`src/rtl/drp_responder.sv`:
```
// DRP target: answers DEN/DWE/DADDR/DI requests with DO/DRDY after a fixed
// LATENCY from a local map of status words and RW config registers.
// Ports: clock, reset_n (async, active low), drp_den/dwe/daddr/di in,
// drp_do/drp_drdy out, status[255:0] in, cfg[127:0] out, protocol_err out.
// Option: define DRP_RESPONDER_ERRCNT_EN for a rejection counter at 0x3F.
module drp_responder #(
  parameter int LATENCY = 4
) (
  input  logic         clock,
  input  logic         reset_n,
  input  logic         drp_den,
  input  logic         drp_dwe,
  input  logic [6:0]   drp_daddr,
  input  logic [15:0]  drp_di,
  output logic [15:0]  drp_do,
  output logic         drp_drdy,
  input  logic [255:0] status,
  output logic [127:0] cfg,
  output logic         protocol_err
);

  typedef enum logic [1:0] {IDLE, WAIT, RESP} state_t;

  localparam logic [3:0] LOAD = 4'(LATENCY - 1);
  localparam bit DIRECT = (LATENCY == 1);

  state_t      state;
  logic [3:0]  cnt;
  logic [6:0]  req_addr;
  logic        req_we;
  logic [15:0] req_di;
  logic [15:0] regs [32];

  logic        accept;
  logic        reject;
  logic        fire;
  logic [6:0]  a;
  logic        we;
  logic [15:0] d;
  logic [15:0] rdata;
  logic [15:0] errcnt_rd;

  assign accept = (state == IDLE) && drp_den;
  assign reject = (state != IDLE) && drp_den;
  // With LATENCY=1 the response is produced on the accepting edge itself.
  assign fire = (accept && DIRECT) ||
                ((state == WAIT) && (cnt == 4'd1));

  // Direct path uses the live request; otherwise the latched one.
  always_comb begin
    a  = req_addr;
    we = req_we;
    d  = req_di;
    if (state == IDLE) begin
      a  = drp_daddr;
      we = drp_dwe;
      d  = drp_di;
    end
  end

  always_comb begin
    rdata = 16'h0;
    unique case (1'b1)
      (a[6:4] == 3'b000): rdata = status[{a[3:0], 4'b0000} +: 16];
      (a == 7'h3F):       rdata = errcnt_rd;
      (a[6:5] == 2'b10):  rdata = regs[a[4:0]];
      default:            rdata = 16'h0;
    endcase
  end

  always_ff @(posedge clock or negedge reset_n) begin
    if (!reset_n) begin
      state        <= IDLE;
      cnt          <= 4'd0;
      req_addr     <= 7'd0;
      req_we       <= 1'b0;
      req_di       <= 16'h0;
      drp_do       <= 16'h0;
      drp_drdy     <= 1'b0;
      protocol_err <= 1'b0;
      for (int i = 0; i < 32; i++) regs[i] <= 16'h0;
    end else begin
      drp_drdy     <= fire;
      protocol_err <= reject;
      unique case (state)
        IDLE: if (drp_den) begin
          req_addr <= drp_daddr;
          req_we   <= drp_dwe;
          req_di   <= drp_di;
          cnt      <= LOAD;
          state    <= DIRECT ? RESP : WAIT;
        end
        WAIT: begin
          cnt <= cnt - 4'd1;
          if (cnt == 4'd1) state <= RESP;
        end
        RESP: state <= IDLE;
        default: state <= IDLE;
      endcase
      if (fire) begin
        drp_do <= we ? 16'h0 : rdata;
        if (we && (a[6:5] == 2'b10)) regs[a[4:0]] <= d;
      end
    end
  end

`ifdef DRP_RESPONDER_ERRCNT_EN
  logic [15:0] errcnt;

  // A clearing write beats a rejection landing on the same edge.
  always_ff @(posedge clock or negedge reset_n) begin
    if (!reset_n) begin
      errcnt <= 16'h0;
    end else if (fire && we && (a == 7'h3F)) begin
      errcnt <= 16'h0;
    end else if (reject && (errcnt != 16'hFFFF)) begin
      errcnt <= errcnt + 16'd1;
    end
  end

  assign errcnt_rd = errcnt;
`else
  assign errcnt_rd = 16'h0;
`endif

  for (genvar n = 0; n < 8; n++) begin : g_cfg
    assign cfg[16*n +: 16] = regs[n];
  end

endmodule

```
`config.mk`:
```
export PLATFORM = sky130hd
export DESIGN_NAME = drp_responder
export DESIGN_NICKNAME = d
export VERILOG_FILES = /design/src/rtl/drp_responder.sv
export SDC_FILE = /design/constraint.sdc
export NUM_CORES = 1
export LEC_CHECK = 0
export CAP_MARGIN = 20
export CORE_MARGIN = 4
export CORE_UTILIZATION = 59
export DETAILED_ROUTE_END_ITERATION = 7
export PLACE_DENSITY_LB_ADDON = 0.1
export SLEW_MARGIN = 20
export SYNTH_ARGS = -nofsm -noshare
export SYNTH_HDL_FRONTEND = slang
export SYNTH_SLANG_ARGS = --single-unit
```
`constraint.sdc`:
```
create_clock -name clock -period 5.2 [get_ports clock]
set_input_delay 1.04 -clock clock [delete_from_list [all_inputs] [get_ports clock]]
set_output_delay 1.04 -clock clock [all_outputs]
set_load 0.03 [all_outputs]
```
==> results of run 1 <==
[flip-flops by register name, indices dropped and copies added, names as in the netlist]
signal and flops:
req_di 16, req_we 1, drp_do 16, cnt 4, regs 384, state 2
req_addr 7, drp_drdy 1, cfg 128, protocol_err 1
[placed cells by master, fill, tap and decap left out, types with 7 or more instances in the layout]
cell type / count
a211o_1: 10
a211oi_1: 25
a21oi_1: 332
a221oi_1: 14
a311oi_1: 8
a31oi_1: 96
a32oi_1: 26
and3_1: 31
buf_12: 8
buf_4: 108
clkbuf_1: 16
clkbuf_16: 56
clkbuf_8: 8
clkdlybuf4s50_1: 427
clkinv_2: 9
dfrtp_1: 560
inv_1: 8
mux2i_1: 41
mux2i_4: 20
nand2_1: 787
nand3_1: 99
nand4_1: 37
nor2_1: 296
nor2_2: 8
nor3_1: 21
nor3_2: 7
nor4_1: 12
o21ai_0: 258
o21ai_1: 7
o221ai_1: 29
o22ai_1: 39
[logic make-up (layout without fill, tap and decap cells)]
logic type,after synthesis,after routing,synth area share (%)
compound gates,885,885,18.4
mux,70,70,2.93
flops,560,560,50.2
buf+inv,428,649,8.13
xor+xnor,1,1,0.0314
fa+ha+maj,2,2,0.0897
other cells,0,3,0
simple gates,1342,1342,20.1
[through the flow]
step | cell area, um2 | instances
finish | 33700 | 4119
detailed placement | 32000 | 4019
global placement | 32000 | 4019
global route | 33700 | 4117
CTS | 33700 | 4116
floorplan | 27900 | 3288
[path summary, 6_finish.rpt]
| kind | start | end | slack [ns] |
|---|---|---|---|
| min in group clock | regs[144] | regs[144] | 0.47 |
| max in group asynchronous | reset_n | cfg[86] | 3.48 |
| worst max-delay path | state[1] | drp_do[0] | 0.66 |
| worst min register to register | regs[144] | regs[144] | 0.47 |
| worst max register to register | state[1] | drp_do[0] | 0.66 |
| worst min-delay path | reset_n | protocol_err | 0.46 |
[worst max-delay path, cell delays in order (launching register included)]
cell and delay (ns):
dfrtp_1 0.73, or2_1 0.54, buf_4 0.33, mux2_2 0.57, nor2_2 0.63, buf_4 0.33
nand3_1 0.09, a31oi_1 0.65, nor4_1 0.25, a211o_1 0.29
[area by class of cell]
type | instances | area share (%)
well taps | 607 | 2.25
repair buffers | 544 | 15.6
inverters | 8 | 0.0891
flip-flops and latches | 560 | 41.6
clock buffers | 80 | 4.66
clock inverters | 17 | 0.419
multi-input cells | 2300 | 35.4
diodes | 3 | 0.0223
[report_power, final]
group,switching (W),total (W),internal (W)
logic,0.00655,0.00906,0.00252
registers,0.000472,0.00531,0.00484
clock network,0.00174,0.00389,0.00214
total,0.00876,0.0183,0.00950
[routing by layer]
metal	track usage [%]	vias up
li1	-	11578
met1	58.9	13173
met2	66.7	2105
met3	14.3	449
met4	30.5	2
met5	0	-
==> summary.md, run 1 <==
| Metric | Value |
|---|---|
| Outcome | `complete, no violations` |
| Synth Warn # | `0` |
| Post-CTS clock slew at the launch and capture registers of the worst setup and hold paths | `0.07 ns` |
| Flip-flop and latch count after synthesis | `560` |
| Ys async rst share | `100%` |
| Element type at the critical path start | `register` |
| Sequential fraction of the synthesis area | `50.2%` |
| Final routed DRC violation total | `0` |
| Maximum achievable frequency | `220 MHz` |
| Count of final setup violators | `0` |
| Total count of max-transition violations in the final report | `0` |
| Global-route usage over all layers | `45.7%` |
| Worst clock skew on the final layout | `0.0320 ns` |
| Power density over the cells | `542 mW/mm2` |
| Peak VDD IR | `0.404 mV` |
| Total CTS buffers | `55` |
| Most numerous cell types in the synthesized netlist | `789 x nand2_1, 560 x dfrtp_1, 333 x a21oi_1` |
| # hold bufs at CTS | `0` |
| Total of cells resized after clock tree synthesis | `0` |
| Top cell type's share of synthesized area | `50.2%` |
| Height of the chip | `225 um` |
| Post-route fraction of the period consumed by the critical path | `87.4%` |
| Placer's final routability congestion estimate | `1.04` |
| Total number of placement rows | `79` |
| Worst-case setup slack after placement | `0.428 ns` |
| Area taken by flip-flops and latches | `0.0140 mm2` |
| Uppermost metal layer occupied by signal nets | `met5` |
| HPWL after detailed placement | `83300 um` |
| Shortest clock period the worst path allows after layout | `4.54 ns` |
| Arrival time of the worst setup path | `5.05 ns` |
| Count of flip-flops with a built-in enable after synthesis | `0` |
| Measured slew at the worst slew-check pin | `1.21 ns` |
| Total overflow reported by the global router | `0` |
| Final total negative setup slack | `0 ns` |
| DRT Wirelength | `118000 um` |
| First drt pass iteration count | `7` |
| WL met3 | `15500 um` |
| TritonCTS clock tree | `yes` |
| Setup repair after global routing missed its margin | `false` |
| Number of antenna violations at the first check in global routing | `5` |
| Maximum level of the CTS H-tree | `2` |
| Initial detailed-routing violation count | `3947` |
| Skew-Pair Late Insertion Delay | `0.63 ns` |
| Root Buffer | `clkbuf_16` |
| Detailed-route wire length per cell | `28.7 um` |
| Summed instance area of the synthesized netlist | `0.0279 mm2` |
| Largest net degree at the start of global routing | `123` |
| Multi-input logic area | `0.0119 mm2` |
| Layout fillers | `3561` |
| Die area | `0.0508 mm2` |
| Required time at the worst-slack endpoint | `5.71 ns` |
| Buffer depth of the longest clock path | `3` |
| Dominant cell by count in the synthesized netlist | `nand2_1` |
| Worst Setup End Kind | `register` |
| Biggest fanout along the worst timing path | `15` |
| Num ports | `429` |
| Worst-case hold slack | `0.461 ns` |
| Cell types occupying the most area after synthesis | `dfrtp_1 50%, nand2_1 11%, a21oi_1 6.0%, o21ai_0 4.6%, nor2_1 4.1%` |
| Count of clock tree sinks | `560` |
| Hold Path Class | `input pin to async pin` |
| Wire length the detailed router placed on met1 | `42000 um` |
| Post-CTS Setup Bufs | `0` |
| Layout-stage area growth over the synthesis result | `20.9%` |
| Wire length of the first global-routing pass | `172000 um` |
| Via count | `27307` |
| Utilization after layout | `72.3%` |
| Syn nets | `3573` |
| Vias in the first global route | `25973` |
| Initial Utilization | `59.8%` |
| Library cell occupying the most area in the post-synthesis netlist | `dfrtp_1` |
| Type of the setup path with the least slack | `register to register` |
| Metal2 WL | `50800 um` |
| Netlist cell types | `73` |
| Predominant post-synthesis flop cell | `dfrtp_1` |
| Final net count | `3754` |
| Post-synthesis instance total | `3288` |
| Share of cells above drive strength 1 | `7.67%` |
| Leakage power | `14.5 nW` |
| Die Wd | `225 um` |
| Post-layout power | `0.0183 W` |
| Final Hold Vio Count | `0` |
| Depth of the most critical reg-to-reg path | `9` |
| Count of port buffers added during placement | `428` |
| Post-synthesis area per instance | `8.48 um2` |
| Core Box Area | `0.0467 mm2` |
| Drt via density | `6.63` |
| Worst path setup slack after routing | `0.656 ns` |
| Remaining antenna violation count | `0` |
| Count of max-cap constraint violations | `0` |
| Worst rel slew slack | `18.4%` |
No activity file was read; power rests on OpenSTA's default activity.
==> run 2, diff against run 1 <==
--- a/config.mk
+++ b/config.mk
@@ -7,7 +7,7 @@
 export LEC_CHECK = 0
 export CAP_MARGIN = 20
 export CORE_MARGIN = 4
-export CORE_UTILIZATION = 59
+export CORE_UTILIZATION = 55
 export DETAILED_ROUTE_END_ITERATION = 7
 export PLACE_DENSITY_LB_ADDON = 0.1
 export SLEW_MARGIN = 20
==> constraint.sdc (replaced) <==
create_clock -name clock -period 4.2 [get_ports clock]
set_input_delay 0.84 -clock clock [delete_from_list [all_inputs] [get_ports clock]]
set_output_delay 0.84 -clock clock [all_outputs]
set_load 0.03 [all_outputs]
==> run 2 against run 1 <==
Sequential power up 23%. Non-clock buffer count up 55. Die area up 7.0%. Clock power up 33%. Power up 28%. Routed wire length up 2.3%.
==> summary.md, run 2 (same netlist as run 1, synthesis figures left out) <==
| Metric | Value |
|---|---|
| Post-CTS clock slew at the launch and capture registers of the worst setup and hold paths | `0.07 ns (about the same)` |
| Number of buffer and inverter stages on the critical path | `2 (unchanged)` |
| Share of cells above drive strength 1 | `9.21% (was 7.67%)` |
| Measured slew at the worst slew-check pin | `1.29 ns (was 1.21 ns)` |
| Total of cells resized after clock tree synthesis | `0 (unchanged)` |
| Worst Setup End Kind | `register (unchanged)` |
| Register-to-register setup slack | `0.53 ns (was 0.66 ns)` |
| HPWL after detailed placement | `87100 um (was 83300 um)` |
| Final Hold Vio Count | `0 (unchanged)` |
| Final total negative setup slack | `0 ns (unchanged)` |
| Shortest clock period the worst path allows after layout | `3.68 ns` |
| Worst clock skew on the final layout | `0.0207 ns (was 0.0320 ns)` |
| First drt pass iteration count | `6 (was 7)` |
| Final routed DRC violation total | `0 (unchanged)` |
| Biggest fanout along the worst timing path | `26 (was 15)` |
| Maximum achievable frequency | `272 MHz` |
| Global-route usage over all layers | `43.5% (was 45.7%)` |
| Drt via density | `6.40 (was 6.63)` |
| Outcome | `complete, no violations (unchanged)` |
| Critical Path Slowest Stage Cell | `clkdlybuf4s50_1 (was dfrtp_1)` |
| Post-CTS Setup Bufs | `0 (unchanged)` |
| Number of flip-flops under the largest register name | `384 (unchanged)` |
| Leakage power | `14.9 nW (was 14.5 nW)` |
| Root Buffer | `clkbuf_16 (unchanged)` |
| Detailed-route wire length per cell | `28.5 um (was 28.7 um)` |
| Cell type group with the largest total delay on the critical path | `compound AO/OA/AOI/OAI gates (was simple AND/OR/NAND/NOR gates)` |
| Num ports | `429 (unchanged)` |
| Height of the chip | `233 um (was 225 um)` |
| Total overflow reported by the global router | `0 (unchanged)` |
| Biggest register | `regs (unchanged)` |
| Die area | `0.0544 mm2 (was 0.0508 mm2)` |
| Power density over the cells | `676 mW/mm2 (was 542 mW/mm2)` |
| Die Wd | `233 um (was 225 um)` |
| Largest net degree at the start of global routing | `107 (was 123)` |
| Maximum level of the CTS H-tree | `2 (unchanged)` |
| Via count | `27185 (was 27307)` |
| Type of the setup path with the least slack | `input pin to register (was register to register)` |
| Post-route fraction of the period consumed by the critical path | `87.6%` |
| Utilization after layout | `68.8% (was 72.3%)` |
| Standard cell area after detailed placement | `0.0326 mm2 (was 0.0320 mm2)` |
| Layout fillers | `3968 (was 3561)` |
| Wire length of the first global-routing pass | `174000 um (was 172000 um)` |
| Initial Utilization | `55.6% (was 59.8%)` |
| Peak VDD IR | `0.466 mV (was 0.404 mV)` |
| Vias in the first global route | `25723 (was 25973)` |
| Count of clock tree sinks | `560 (unchanged)` |
| Most frequent cells in the layout | `789 x nand2_1, 560 x dfrtp_1, 427 x clkdlybuf4s50_1 (was 787 x nand2_1, 560 x dfrtp_1, 427 x clkdlybuf4s50_1)` |
| Element type at the critical path start | `input pin (was register)` |
| Setup repair after global routing missed its margin | `false (unchanged)` |
| DRT Wirelength | `121000 um (was 118000 um)` |
| TritonCTS clock tree | `yes (unchanged)` |
| Post-route standard cell area excluding fillers | `0.0345 mm2 (was 0.0337 mm2)` |
| Hold Path Class | `input pin to async pin (unchanged)` |
| Remaining antenna violation count | `0 (unchanged)` |
| Total count of max-transition violations in the final report | `0 (unchanged)` |
| Arrival time of the worst setup path | `4.16 ns (was 5.05 ns)` |
| Buffer depth of the longest clock path | `3 (unchanged)` |
| Total number of placement rows | `82 (was 79)` |
| Layout-stage area growth over the synthesis result | `23.7% (was 20.9%)` |
| Total CTS buffers | `56 (was 55)` |
| Slowest Stage Delay on Critical Path | `0.58 ns (was 0.73 ns)` |
| Leading cell type in the layout, fill and taps excluded | `nand2_1 (unchanged)` |
| Number of antenna violations at the first check in global routing | `5 (unchanged)` |
| Final net count | `3810 (was 3754)` |
| Initial detailed-routing violation count | `3878 (was 3947)` |
| Required time at the worst-slack endpoint | `4.68 ns (was 5.71 ns)` |
| Worst rel slew slack | `13.4% (was 18.4%)` |
| Sequence of cells on the critical path | `clkdlybuf4s50_1 -> or4_1 -> o31a_2 -> buf_4 -> o22ai_1 -> a2111oi_2 -> a311oi_1 -> a2bb2oi_1 -> o21ai_1 (was or2_1 -> buf_4 -> mux2_2 -> nor2_2 -> buf_4 -> nand3_1 -> a31oi_1 -> nor4_1 -> a211o_1)` |
| Core Box Area | `0.0502 mm2 (was 0.0467 mm2)` |
| Placer's final routability congestion estimate | `1.01 (was 1.04)` |
| Count of final setup violators | `0 (unchanged)` |
| Skew-Pair Late Insertion Delay | `0.62 ns (was 0.63 ns)` |
| Count of port buffers added during placement | `428 (unchanged)` |
| Count of max-cap constraint violations | `0 (unchanged)` |
| # hold bufs at CTS | `0 (unchanged)` |
## run 2: cell count changes in the layout (fill, tap and decap cells not counted), sizes merged
cell and change:
inv +2, diode +1, buf +55, clkinv +5
clkinvlp -1, clkbuf -3, bufinv +4
## run 2: final timing paths
| kind | start | endpoint | cells past startpoint |
|---|---|---|---|
| min in group clock | regs[83] | regs[83] | 2 |
| setup / recovery | drp_daddr[1] | drp_do[11] | 9 |
| hold / removal | reset_n | protocol_err | 1 |
| setup reg to reg | state[0] | drp_do[9] | 10 |
| max in group asynchronous | reset_n | regs[283] | 2 |
| hold reg to reg | regs[83] | regs[83] | 2 |
## run 2: metal layers
metal	global-route usage [%]	up-vias	routed length, um
met5	0	-	0
met4	26.9	0	9210
met3	11.7	363	14600
met2	66.1	1909	53700
met1	55.6	13190	43700
li1	-	11723	-
## run 2: layout make-up
| type | count | area, um2 | share of cell area, % |
|---|---|---|---|
| well taps | 672 | 841 | 2.44 |
| inverters | 8 | 30.0 | 0.0870 |
| clock inverters | 27 | 274 | 0.794 |
| clock buffers | 77 | 1600 | 4.64 |
| multi-input cells | 2300 | 11900 | 34.5 |
| flip-flops and latches | 560 | 14000 | 40.6 |
| diodes | 4 | 10.0 | 0.0290 |
| repair buffers | 599 | 5830 | 16.9 |
## run 2: worst reg2reg max path: stages, from the launching register on
cell and delay, ns:
dfrtp_1 0.38, buf_4 0.20, nor2_4 0.18, buf_4 0.54
o21a_2 0.71, buf_12 0.31, o22ai_1 0.33, a21oi_1 0.29
a221oi_1 0.11, nor2_1 0.40, a211o_1 0.17
## run 2: where the power goes
| part | internal [W] | switching, W |
|---|---|---|
| combinational | 0.00348 | 0.00815 |
| sequential | 0.00599 | 0.000560 |
| clock | 0.00297 | 0.00219 |
| total | 0.0124 | 0.0109 |
## run 2: through the flow
step           power [W]  hold WS (ns)  worst slack [ns]  cells
6_report          0.0233         0.277             0.520   4247
5_1_grt           0.0240         0.360             0.448   4247
4_1_cts           0.0229         0.347             0.701   4243
3_5_place_dp      0.0178         0.462             0.128   4139
3_3_place_gp      0.0176         0.453             0.102   4137
2_1_floorplan     0.0125         0.442              1.42   3288
